File: config.mk
export PLATFORM = sky130hd
export DESIGN_NAME = gfx_mem_arbiter
export DESIGN_NICKNAME = d
export VERILOG_FILES = /design/src/rtl/gfx_arb_pkg.sv /design/src/rtl/gfx_arb_tag_fifo.sv /design/src/rtl/gfx_mem_arbiter.sv
export SDC_FILE = /design/constraint.sdc
export NUM_CORES = 1
export LEC_CHECK = 0
export BUFFER_PORTS_ARGS = -buffer_cell sky130_fd_sc_hd__buf_2
export CAP_MARGIN = 40
export CORE_AREA = 2 2 135 137
export CTS_BUF_LIST = sky130_fd_sc_hd__clkbuf_4 sky130_fd_sc_hd__clkbuf_8
export CTS_CLUSTER_DIAMETER = 60
export DETAILED_ROUTE_END_ITERATION = 12
export DIE_AREA = 0 0 137 139
export SKIP_LAST_GASP = 1
export SLEW_MARGIN = 20
export SYNTH_ARGS = -nofsm -noshare
export SYNTH_HDL_FRONTEND = slang
export SYNTH_SLANG_ARGS = --single-unit
File: constraint.sdc
create_clock -name clk -period 5.2 [get_ports clk]
set_clock_uncertainty 0.15 [all_clocks]
set_input_delay 0.52 -clock clk [delete_from_list [all_inputs] [get_ports clk]]
set_output_delay 0.52 -clock clk [all_outputs]
set_load 0.02 [all_outputs]
File: src/rtl/gfx_arb_pkg.sv
// Shared types and default widths for the frame-buffer arbiter and the pixel data-gen engines.
package gfx_arb_pkg;

   typedef enum logic {
      OP_WRITE = 1'b0,
      OP_READ  = 1'b1
   } gfx_op_e;

   localparam int GFX_NUM_REQ   = 4;
   localparam int GFX_ADDR_W    = 16;
   localparam int GFX_DATA_W    = 32;
   localparam int GFX_RD_DEPTH  = 4;
   localparam int GFX_BURST_MAX = 16;

   // Requester id width; never zero so a lone requester still has a usable id bus.
   function automatic int id_w(input int n);
      return (n > 1) ? $clog2(n) : 1;
   endfunction

endpackage

File: src/rtl/gfx_arb_tag_fifo.sv
// In-order FIFO of requester ids for outstanding reads; push and pop may share a cycle, even at full.
module gfx_arb_tag_fifo
   import gfx_arb_pkg::*;
#(
   parameter int DEPTH = GFX_RD_DEPTH,
   parameter int ID_W  = 2,
   localparam int PTR_W = (DEPTH > 1) ? $clog2(DEPTH) : 1,
   localparam int CNT_W = $clog2(DEPTH + 1)
) (
   input  logic             clk,
   input  logic             rst_,
   input  logic             push,
   input  logic [ID_W-1:0]  push_id,
   input  logic             pop,
   output logic [ID_W-1:0]  head_id,
   output logic [CNT_W-1:0] count,
   output logic             empty,
   output logic             full
);

   logic [ID_W-1:0]  mem_q [DEPTH];
   logic [PTR_W-1:0] wr_ptr_q, wr_ptr_d;
   logic [PTR_W-1:0] rd_ptr_q, rd_ptr_d;
   logic [CNT_W-1:0] cnt_q, cnt_d;
   logic             do_push, do_pop;

   assign empty   = (cnt_q == '0);
   assign full    = (cnt_q == CNT_W'(DEPTH));
   assign count   = cnt_q;
   assign head_id = mem_q[rd_ptr_q];

   // A push at full is only legal alongside a pop; the head is read before the slot is reused.
   assign do_pop  = pop & ~empty;
   assign do_push = push & (~full | do_pop);

   always_comb begin
      wr_ptr_d = wr_ptr_q;
      rd_ptr_d = rd_ptr_q;
      cnt_d    = cnt_q;
      if (do_push) wr_ptr_d = wr_ptr_q + PTR_W'(1);
      if (do_pop)  rd_ptr_d = rd_ptr_q + PTR_W'(1);
      case ({do_push, do_pop})
         2'b10:   cnt_d = cnt_q + CNT_W'(1);
         2'b01:   cnt_d = cnt_q - CNT_W'(1);
         default: cnt_d = cnt_q;
      endcase
   end

   always_ff @(posedge clk or negedge rst_) begin
      if (!rst_) begin
         wr_ptr_q <= '0;
         rd_ptr_q <= '0;
         cnt_q    <= '0;
      end else begin
         wr_ptr_q <= wr_ptr_d;
         rd_ptr_q <= rd_ptr_d;
         cnt_q    <= cnt_d;
      end
   end

   always_ff @(posedge clk) begin
      if (do_push) mem_q[wr_ptr_q] <= push_id;
   end

endmodule

File: src/rtl/gfx_mem_arbiter.sv
// Round-robin arbiter sharing one frame-buffer port among NUM_REQ engines, with read-data return routing.
// Optional burst lock (stay with the current owner up to BURST_MAX beats): define GFX_ARB_BURST_LOCK_EN.
module gfx_mem_arbiter
   import gfx_arb_pkg::*;
#(
   parameter int NUM_REQ   = GFX_NUM_REQ,
   parameter int ADDR_W    = GFX_ADDR_W,
   parameter int DATA_W    = GFX_DATA_W,
   parameter int RD_DEPTH  = GFX_RD_DEPTH,
   parameter int BURST_MAX = GFX_BURST_MAX,
   localparam int BE_W  = DATA_W / 8,
   localparam int ID_W  = id_w(NUM_REQ),
   localparam int CNT_W = $clog2(RD_DEPTH + 1)
) (
   input  logic                       clk,
   input  logic                       rst_,
   input  logic [NUM_REQ-1:0]         req_rts,
   output logic [NUM_REQ-1:0]         req_rtr,
   input  logic [NUM_REQ*BE_W-1:0]    req_wben,
   input  logic [NUM_REQ*ADDR_W-1:0]  req_addr,
   input  logic [NUM_REQ*DATA_W-1:0]  req_data,
   input  logic [NUM_REQ-1:0]         req_op,
   output logic                       mem_out_rts,
   input  logic                       mem_in_rtr,
   output logic [BE_W-1:0]            mem_out_wben,
   output logic [ADDR_W-1:0]          mem_out_addr,
   output logic [DATA_W-1:0]          mem_out_data,
   output logic                       mem_out_op,
   input  logic                       mem_in_rd_valid,
   input  logic [DATA_W-1:0]          mem_in_rd_data,
   output logic [DATA_W-1:0]          bcast_out_data,
   output logic [NUM_REQ-1:0]         bcast_out_xfc,
   output logic                       arb_is_idle,
   output logic                       rd_underflow
);

   logic [BE_W-1:0]    wben_a [NUM_REQ];
   logic [ADDR_W-1:0]  addr_a [NUM_REQ];
   logic [DATA_W-1:0]  data_a [NUM_REQ];
   logic [NUM_REQ-1:0] elig;
   logic               rd_ok;

   logic               mem_out_rts_q, mem_out_rts_d;
   logic [BE_W-1:0]    mem_out_wben_q, mem_out_wben_d;
   logic [ADDR_W-1:0]  mem_out_addr_q, mem_out_addr_d;
   logic [DATA_W-1:0]  mem_out_data_q, mem_out_data_d;
   logic               mem_out_op_q, mem_out_op_d;
   logic [ID_W-1:0]    slot_id_q, slot_id_d;
   logic [ID_W-1:0]    ptr_q, ptr_d;
   logic [DATA_W-1:0]  bcast_data_q, bcast_data_d;
   logic [NUM_REQ-1:0] bcast_xfc_q, bcast_xfc_d;
   logic               underflow_q, underflow_d;

   logic               slot_free, req_xfer, mem_xfer;
   logic               win_vld;
   logic [ID_W-1:0]    win_id;

   logic               tag_push, tag_pop, tag_empty, tag_full;
   logic [ID_W-1:0]    tag_head;
   logic [CNT_W-1:0]   tag_count;

   for (genvar i = 0; i < NUM_REQ; i++) begin : g_req
      assign wben_a[i] = req_wben[i*BE_W +: BE_W];
      assign addr_a[i] = req_addr[i*ADDR_W +: ADDR_W];
      assign data_a[i] = req_data[i*DATA_W +: DATA_W];
      assign elig[i]   = req_rts[i] & ((req_op[i] == OP_WRITE) | rd_ok);
   end

   // A read sitting in the slot has already claimed a tag entry.
   assign rd_ok     = (32'(tag_count) + 32'(mem_out_rts_q & mem_out_op_q)) < 32'(RD_DEPTH);
   assign slot_free = ~mem_out_rts_q | mem_in_rtr;
   assign mem_xfer  = mem_out_rts_q & mem_in_rtr;
   assign req_xfer  = win_vld & slot_free;

`ifdef GFX_ARB_BURST_LOCK_EN
   localparam int BC_W = $clog2(BURST_MAX + 1);
   logic [BC_W-1:0] burst_cnt_q, burst_cnt_d;
   logic            lock_hold;

   // ptr_q is the current owner; the lock holds while it stays eligible and under the beat cap.
   assign lock_hold = (burst_cnt_q != '0) && (burst_cnt_q < BC_W'(BURST_MAX)) && elig[ptr_q];

   always_comb begin
      burst_cnt_d = burst_cnt_q;
      if (req_xfer)          burst_cnt_d = lock_hold ? burst_cnt_q + BC_W'(1) : BC_W'(1);
      else if (!elig[ptr_q]) burst_cnt_d = '0;
   end

   always_ff @(posedge clk or negedge rst_) begin
      if (!rst_) burst_cnt_q <= '0;
      else       burst_cnt_q <= burst_cnt_d;
   end
`endif

   // Scan downward so the candidate closest after ptr is the last one written.
   always_comb begin
      logic [ID_W-1:0] idx;
      idx     = '0;
      win_vld = 1'b0;
      win_id  = '0;
      for (int k = NUM_REQ; k >= 1; k--) begin
         idx = ID_W'((int'(ptr_q) + k) % NUM_REQ);
         if (elig[idx]) begin
            win_vld = 1'b1;
            win_id  = idx;
         end
      end
`ifdef GFX_ARB_BURST_LOCK_EN
      if (lock_hold) begin
         win_vld = 1'b1;
         win_id  = ptr_q;
      end
`endif
   end

   always_comb begin
      req_rtr = '0;
      if (req_xfer) req_rtr[win_id] = 1'b1;
   end

   always_comb begin
      mem_out_rts_d  = mem_out_rts_q;
      mem_out_wben_d = mem_out_wben_q;
      mem_out_addr_d = mem_out_addr_q;
      mem_out_data_d = mem_out_data_q;
      mem_out_op_d   = mem_out_op_q;
      slot_id_d      = slot_id_q;
      ptr_d          = ptr_q;
      if (req_xfer) begin
         mem_out_rts_d  = 1'b1;
         mem_out_wben_d = wben_a[win_id];
         mem_out_addr_d = addr_a[win_id];
         mem_out_data_d = data_a[win_id];
         mem_out_op_d   = req_op[win_id];
         slot_id_d      = win_id;
         ptr_d          = win_id;
      end else if (mem_xfer) begin
         mem_out_rts_d  = 1'b0;
      end
   end

   assign tag_push = mem_xfer & mem_out_op_q;
   assign tag_pop  = mem_in_rd_valid & ~tag_empty;

   always_comb begin
      bcast_xfc_d  = '0;
      bcast_data_d = bcast_data_q;
      underflow_d  = underflow_q | (mem_in_rd_valid & tag_empty);
      if (tag_pop) begin
         bcast_xfc_d[tag_head] = 1'b1;
         bcast_data_d          = mem_in_rd_data;
      end
   end

   always_ff @(posedge clk or negedge rst_) begin
      if (!rst_) begin
         mem_out_rts_q  <= 1'b0;
         mem_out_wben_q <= '0;
         mem_out_addr_q <= '0;
         mem_out_data_q <= '0;
         mem_out_op_q   <= 1'b0;
         slot_id_q      <= '0;
         ptr_q          <= ID_W'(NUM_REQ - 1);
         bcast_data_q   <= '0;
         bcast_xfc_q    <= '0;
         underflow_q    <= 1'b0;
      end else begin
         mem_out_rts_q  <= mem_out_rts_d;
         mem_out_wben_q <= mem_out_wben_d;
         mem_out_addr_q <= mem_out_addr_d;
         mem_out_data_q <= mem_out_data_d;
         mem_out_op_q   <= mem_out_op_d;
         slot_id_q      <= slot_id_d;
         ptr_q          <= ptr_d;
         bcast_data_q   <= bcast_data_d;
         bcast_xfc_q    <= bcast_xfc_d;
         underflow_q    <= underflow_d;
      end
   end

   gfx_arb_tag_fifo #(
      .DEPTH (RD_DEPTH),
      .ID_W  (ID_W)
   ) u_tag_fifo (
      .clk     (clk),
      .rst_    (rst_),
      .push    (tag_push),
      .push_id (slot_id_q),
      .pop     (tag_pop),
      .head_id (tag_head),
      .count   (tag_count),
      .empty   (tag_empty),
      .full    (tag_full)
   );

   assign mem_out_rts    = mem_out_rts_q;
   assign mem_out_wben   = mem_out_wben_q;
   assign mem_out_addr   = mem_out_addr_q;
   assign mem_out_data   = mem_out_data_q;
   assign mem_out_op     = mem_out_op_q;
   assign bcast_out_data = bcast_data_q;
   assign bcast_out_xfc  = bcast_xfc_q;
   assign rd_underflow   = underflow_q;
   assign arb_is_idle    = ~mem_out_rts_q & (tag_count == '0) & ~(|req_rts);

endmodule
**Yosys cells after proc, flatten, opt, wreduce, memory -nomap -nowiden**

Memories as Yosys holds them, arrays and structs flattened.
Index checks and enable logic that the tools add are counted.

- Register bits after elaboration: 102
- Bits in latches: 0
- Bits in writable memories: 8
- Memory bits (read-only): 0
- Input bits: 252
- Output and inout bits: 96
- Logic and storage cells: 110
- Memories kept: 1

- Add/sub/neg operators: 9
- Multipliers: 0
- Divide/modulo/power cells: 0
- Magnitude comparators: 10
- Equal/unequal tests: 3
- Shifts and indexed selects: 0
- Mux-type cells: 38
- Bitwise logic cells: 30
- Reductions and logical operators: 6

Memories:

| name | depth | bits a word | read ports | clocked after Yosys merged registers in | write ports | line | source |
|---|---|---|---|---|---|---|---|
| u_tag_fifo.mem_q | 4 | 2 | 1 | 0 | 1 | gfx_arb_tag_fifo.sv:21 | `logic [ID_W-1:0] mem_q [DEPTH];` |

Operator list:

| operator | count |
|---|---|
| 32-bit binary-select mux with 2-bit select | 1 |
| 32-bit 2-to-1 mux | 2 |
| 16-bit binary-select mux with 2-bit select | 1 |
| 16-bit 2-to-1 mux | 2 |
| 2-bit by 3-bit less-than comparator with 1-bit output, second input constant | 6 |
| 4-bit 2-to-1 mux | 4 |
| 1-bit 2-to-1 mux | 15 |
| 1-bit AND | 14 |
| 1-bit binary-select mux with 2-bit select | 5 |
| 2-bit by 1-bit adder with 2-bit output, second input constant | 4 |
| 4-bit binary-select mux with 2-bit select | 1 |
| 2-bit 2-to-1 mux | 4 |
| 1-bit inverter | 8 |
| 1-bit OR | 7 |
| 3-bit one-hot mux with 2 select lines | 1 |
| 2-bit adder, second input constant | 2 |
| 3-bit by 1-bit adder with 4-bit output | 1 |
| 1-bit demux with 2-bit select | 2 |
| 2-bit by 1-bit greater-or-equal comparator with 1-bit output, second input constant | 2 |
| 4-bit by 3-bit less-than comparator with 1-bit output, second input constant | 1 |
| 2-bit nonzero test | 2 |
| 4-bit OR reduction | 1 |
| 3-bit by 1-bit adder with 3-bit output, second input constant | 1 |
| 3-bit equality test, second input constant | 1 |
| 7 further kinds | 8 |

**Longest topological paths before layout**

- Depth after elaboration: 16
- Depth in mapped cells: 9
- Gate-level depth less buffers: 7

**Modules after synthesis**

Synthesis repeated with hierarchy kept, for this count alone.

- Cell total of the unflattened synthesis: 567
- Area, all modules: 6561.3 µm²

Modules (own cells, without submodules):

| module | instances | cells each | area an instance (µm²) | sequential area each (µm²) |
|---|---|---|---|---|
| gfx_mem_arbiter | 1 | 503 | 5738.0 | 2379.8 |
| gfx_arb_tag_fifo | 1 | 64 | 823.3 | 415.4 |

**Worst setup path after synthesis**

OpenSTA, ideal clock, no wires.

- Kind: register -> output
- Start: register mem_out_rts_q, in the netlist mem_out_rts
- End: output req_rtr[3]
- Arrival time: 2.434 ns
- Required time: 4.530 ns
- Slack: 2.096 ns
- Cell stages (with the launch flop): 8
- Path buffers: 2
- Path through: dfrtp_1 a41o_1 a21boi_2 a211oi_4 or3_1 buf_2 buf_2 nor3_1

- Cells in the longest elaborated chain, start to end: 16
- Elaborated cells on any way between the ends: 36
- Classes of those cells: add/sub: 1; order compare: 3; mux: 19; bitwise: 12; reduce/logical: 1

Ends and longest elaborated chain:

| what | line | source |
|---|---|---|
| from (decl) | gfx_mem_arbiter.sv:43 | `logic mem_out_rts_q, mem_out_rts_d;` |
| from (signal assigned) | gfx_mem_arbiter.sv:168 | `mem_out_rts_q <= mem_out_rts_d;` |
| 1-bit AND | gfx_mem_arbiter.sv:70 | `assign rd_ok = (32'(tag_count) + 32'(mem_out_rts_q & mem_out_op_q)) < 32'(RD_DEPTH);` |
| 3-bit by 1-bit adder with 4-bit output | gfx_mem_arbiter.sv:70 |  |
| 4-bit by 3-bit less-than comparator with 1-bit output | gfx_mem_arbiter.sv:70 |  |
| 1-bit OR | gfx_mem_arbiter.sv:66 | `assign elig[i] = req_rts[i] & ((req_op[i] == OP_WRITE) \| rd_ok);` |
| 1-bit AND | gfx_mem_arbiter.sv:66 |  |
| 1-bit binary-select mux with 2-bit select | gfx_mem_arbiter.sv:103 | `if (elig[idx]) begin` |
| 1-bit 2-to-1 mux (implied by the code) | gfx_mem_arbiter.sv:103 |  |
| 2-bit 2-to-1 mux (4 in series) | gfx_mem_arbiter.sv:103 |  |
| 2-bit by 3-bit less-than comparator with 1-bit output (implied by the code) / 2-bit by 1-bit greater-or-equal comparator with 1-bit output (equally long branches) | gfx_mem_arbiter.sv:118 | `if (req_xfer) req_rtr[win_id] = 1'b1;` |
| 1-bit logical AND (implied by the code) | gfx_mem_arbiter.sv:118 |  |
| 1-bit 2-to-1 mux (implied by the code) | gfx_mem_arbiter.sv:118 |  |
| 1-bit demux with 2-bit select | gfx_mem_arbiter.sv:118 |  |
| 4-bit 2-to-1 mux (*) | gfx_mem_arbiter.sv:118 |  |
| to (decl) | gfx_mem_arbiter.sv:18 | `output logic [NUM_REQ-1:0] req_rtr,` |

Mark *: on every way between the ends. The rest lies on a longest branch, timed or not. The select of a mux whose other input is x is not followed.

**Worst setup path after layout**

- Start: register u_tag_fifo.cnt_q[0], in the netlist u_tag_fifo.count[0]
- End: output req_rtr[3]

- Cells in the longest elaborated chain, start to end: 15
- Elaborated cells on any way between the ends: 33
- Classes of those cells: add/sub: 1; order compare: 3; mux: 19; bitwise: 9; reduce/logical: 1

Ends and longest elaborated chain:

| what | line | source |
|---|---|---|
| from (decl) | gfx_arb_tag_fifo.sv:24 | `logic [CNT_W-1:0] cnt_q, cnt_d;` |
| from (signal assigned) | gfx_arb_tag_fifo.sv:57 | `cnt_q <= cnt_d;` |
| 3-bit by 1-bit adder with 4-bit output (*) | gfx_mem_arbiter.sv:70 |  |
| 4-bit by 3-bit less-than comparator with 1-bit output (*) | gfx_mem_arbiter.sv:70 |  |
| 1-bit OR | gfx_mem_arbiter.sv:66 |  |
| 1-bit AND | gfx_mem_arbiter.sv:66 |  |
| 1-bit binary-select mux with 2-bit select | gfx_mem_arbiter.sv:103 |  |
| 1-bit 2-to-1 mux (implied by the code) | gfx_mem_arbiter.sv:103 |  |
| 2-bit 2-to-1 mux (4 in series) | gfx_mem_arbiter.sv:103 |  |
| 2-bit by 3-bit less-than comparator with 1-bit output (implied by the code) / 2-bit by 1-bit greater-or-equal comparator with 1-bit output (equally long branches) | gfx_mem_arbiter.sv:118 |  |
| 1-bit logical AND (implied by the code) | gfx_mem_arbiter.sv:118 |  |
| 1-bit 2-to-1 mux (implied by the code) | gfx_mem_arbiter.sv:118 |  |
| 1-bit demux with 2-bit select | gfx_mem_arbiter.sv:118 |  |
| 4-bit 2-to-1 mux (*) | gfx_mem_arbiter.sv:118 |  |

Marks and branches as above.

==> summary.md <==
| Metric | Value |
|---|---|
| Layout area overhead | 36.45% |
| DIE AREA | ~19000 um2 |
| Worst hold path endpoint | bcast_out_data[22] |
| Hold Path Depth | 3 |
| Gr ovfl total | 0 |
| Number of routed nets with antenna violations | 0 |
| Post-synth EDFFs | 8 |
| Initial drt markers | 310 |
| CP startpoint kind | flip-flop |
| Worst slew pin tran | 0.6817 ns |
| Slew headroom | 54.55% |
| Total negative slack | 0 ns |
| Final hold vios | 0 |
| HP Start | mem_in_rd_data[22] |
| R2R Setup Slk | around 1.6 ns |
| Initial core utilization | approximately a third |
| HPWL Detailed | around 16000 um |
| CTS Root Cell | clkbuf_8 |
| Core Box Area | 17660 um2 |
| Total number of vias | around 6400 |
| Reg2reg end | mem_out_data[26] |
| Cell Pwr Density | 545.3 nW/um2 |
| Distinct cell type count after synthesis | between 40 and 50 |
| Final setup viols | 0 |
| Vias in the first global route | roughly 6100 |
| Gr usage total | roughly 22% |
| DRT Pass-1 Iters | 5 |
| Design area | around 8200 um2 |
| Syn avg cell area | between 8 and 9 um2 |
| Hold WC Path Type | input pin to flip-flop |
| Port Buf Inserts | approximately 350 |
| FF-to-FF Start | u_tag_fifo.count[0] |
| Mapped Nets | between 900 and 1000 |
| Htree depth | 3 |
| Final Max Slew Viols | 0 |
| Core Util, Final | approximately 46% |
| Io pins | 348 |
| Post-route DRC | 0 |
| Row count | 49 |
| Clock sinks | 110 |
| Status | finished, final reports clean |
| Hold slack | approximately 0.16 ns |
| Worst-path clk slew | 0.12 ns |
| Nets@finish | ~1200 |
| Placed Cells | between 1000 and 1500 |
| P_leak | ~3.9 nW |
| R2r worst-path depth | 8 |
| Share of layout cells above drive strength 1 | 40.08% |
| Drt wl/cell | approximately 18 um |
| Synth Instances | 666 |
| Post-synthesis sequential area ratio | 46.80% |
| Final period util | between 70 and 80% |
| Clk_lat worst skew | just under 0.4 ns |
| Post-Layout Cell Count | around 1200 |
| Most frequent cells in the layout | 347 x buf_2, 156 x nand2_1, 106 x a211oi_1 |
| Initial antenna violation count | 2 |
| First-pass GRT wire length | 33180 um |
| RSZ-0062 raised after global routing | no |
| Register bit total from synthesis | between 100 and 150 |
| Critical path type | flip-flop to output pin |
| Routability Congestion | between 0.8 and 0.9 |
| Commonest non-fill, non-tap cell in the layout | buf_2 |
| CTS tree | done |
| Setup bufs post-CTS | 0 |
| Largest net degree at the start of global routing | 63 |
| Worst-case clock buffer depth | 2 |
| Vias/cell | between 5 and 6 |
| Setup crit end kind | output pin |
| Die X | 137 um |
| Async set-reset flop share out of synthesis | ~93% |
| Max-cap violations | 0 |
| DP Area | roughly 7900 um2 |
| Fmax | 264.7 MHz |
| CTS buffer count | 9 |
| Final WL | about 22000 um |
| Primary FF master, synth | dfrtp_1 |
| Crit path max fanout | between 50 and 60 |
| Required time of the critical path | 4.53 ns |
| Post-synthesis instance area | between 5000 and 6000 um2 |
| Chip Height | ~140 um |
| VDD IR max | roughly 240 uV |
| Crit path arrival time | 3.11 ns |
| Ys Warns | 0 |
| Final Critical Period | ~3.8 ns |
-- kinds of logic (layout without fill, tap and decap cells) --
| group | Yosys count | count (layout) | synth area share [%] |
|---|---|---|---|
| buf+inv | 67 | 389 | 4.881 |
| flops | 110 | 110 | 46.80 |
| xor+xnor | 5 | 5 | 0.7331 |
| compound gates | 184 | 184 | 21.39 |
| other cells | 0 | 2 | 0 |
| fa+ha+maj | 5 | 5 | 1.173 |
| simple gates | 290 | 290 | 23.73 |
| mux | 5 | 5 | 1.299 |
-- how the worst max path moves through the flow --
stage	from	slack [ns]	depth (start not counted)	endpoint
2_1_floorplan	mem_out_rts	2.10	7	req_rtr[3]
3_3_place_gp	mem_out_rts	1.74	8	mem_out_data[13]
3_5_place_dp	mem_out_rts	1.62	8	mem_out_data[26]
4_1_cts	mem_out_rts	1.41	7	req_rtr[3]
5_1_grt	u_tag_fifo.count[0]	1.22	7	req_rtr[3]
6_report	u_tag_fifo.count[0]	1.42	7	req_rtr[3]
-- repair_timing --
action,4_1_cts,5_1_grt
hold endpoints to repair,0,5
endpoints found under the setup margin,0,0
hold buffers,0,1
gates resized for setup,0,0
-- cells in the mapped netlist (all sizes together) (2+ instances only) --
master / number / area (um2)
o21a: 2 / 15.01
a211oi: 107 / 815.8
ha: 4 / 50.05
xnor2: 5 / 43.79
inv: 9 / 33.78
dfstp: 2 / 52.55
mux2: 2 / 22.52
mux4: 2 / 45.04
a21oi: 57 / 289.0
clkbuf: 34 / 127.6
nor3: 5 / 30.03
or4: 2 / 15.01
nor2: 57 / 214.0
o31ai: 2 / 20.02
and3: 4 / 25.02
edfxtp: 8 / 240.2
nor4b: 54 / 473.0
or3: 2 / 12.51
and2: 5 / 31.28
nand2: 156 / 585.6
a21boi: 4 / 33.78
nor4: 2 / 12.51
buf: 24 / 130.1
o21ai: 4 / 23.77
dfrtp: 100 / 2502
-- registers in the layout, indices dropped and copies added (netlist names), 3 cells and up --
signal,count
mem_out_addr,16
u_tag_fifo.mem_q,8
bcast_out_xfc,4
u_tag_fifo.count,3
bcast_out_data,32
mem_out_data,32
mem_out_wben,4
-- per-stage QoR --
step / worst slack, ns / total power, W
6_report: 1.421 / 0.004444
5_1_grt: 1.223 / 0.004789
4_1_cts: 1.407 / 0.004500
3_5_place_dp: 1.621 / 0.003947
3_3_place_gp: 1.743 / 0.003915
2_1_floorplan: 2.096 / 0.003088
-- worst max-delay path, cell delays in order (launching register included) --
cell and delay, ns:
dfrtp_1 0.46, a41o_1 0.30, a21boi_1 0.38, a21oi_4 0.08, buf_4 0.30, or3_4 0.63
nor3_1 0.27, buf_2 0.20
-- layout make-up --
class	instances	area, um2
fillers	1832	9507
multi-input cells	489	2928
flip-flops and latches	110	2795
repair buffers	364	1907
well taps	229	286.5
clock buffers	10	137.6
clock inverters	6	57.56
inverters	9	33.78
diodes	2	5.005
-- routing by layer --
metal	track usage, %	wire length, um
met1	28.30	8997
met2	37.99	10930
met3	4.898	1848
met4	7.162	359
met5	0	0
-- where the power goes --
group	leakage [nW]	internal [W]	switching, W
clock	0.102	0.000202	0.000337
combinational	2.52	0.000834	0.00160
sequential	1.25	0.00124	0.000233
total	3.88	0.00228	0.00217
Note: power is estimated with default switching activity, not from simulation.
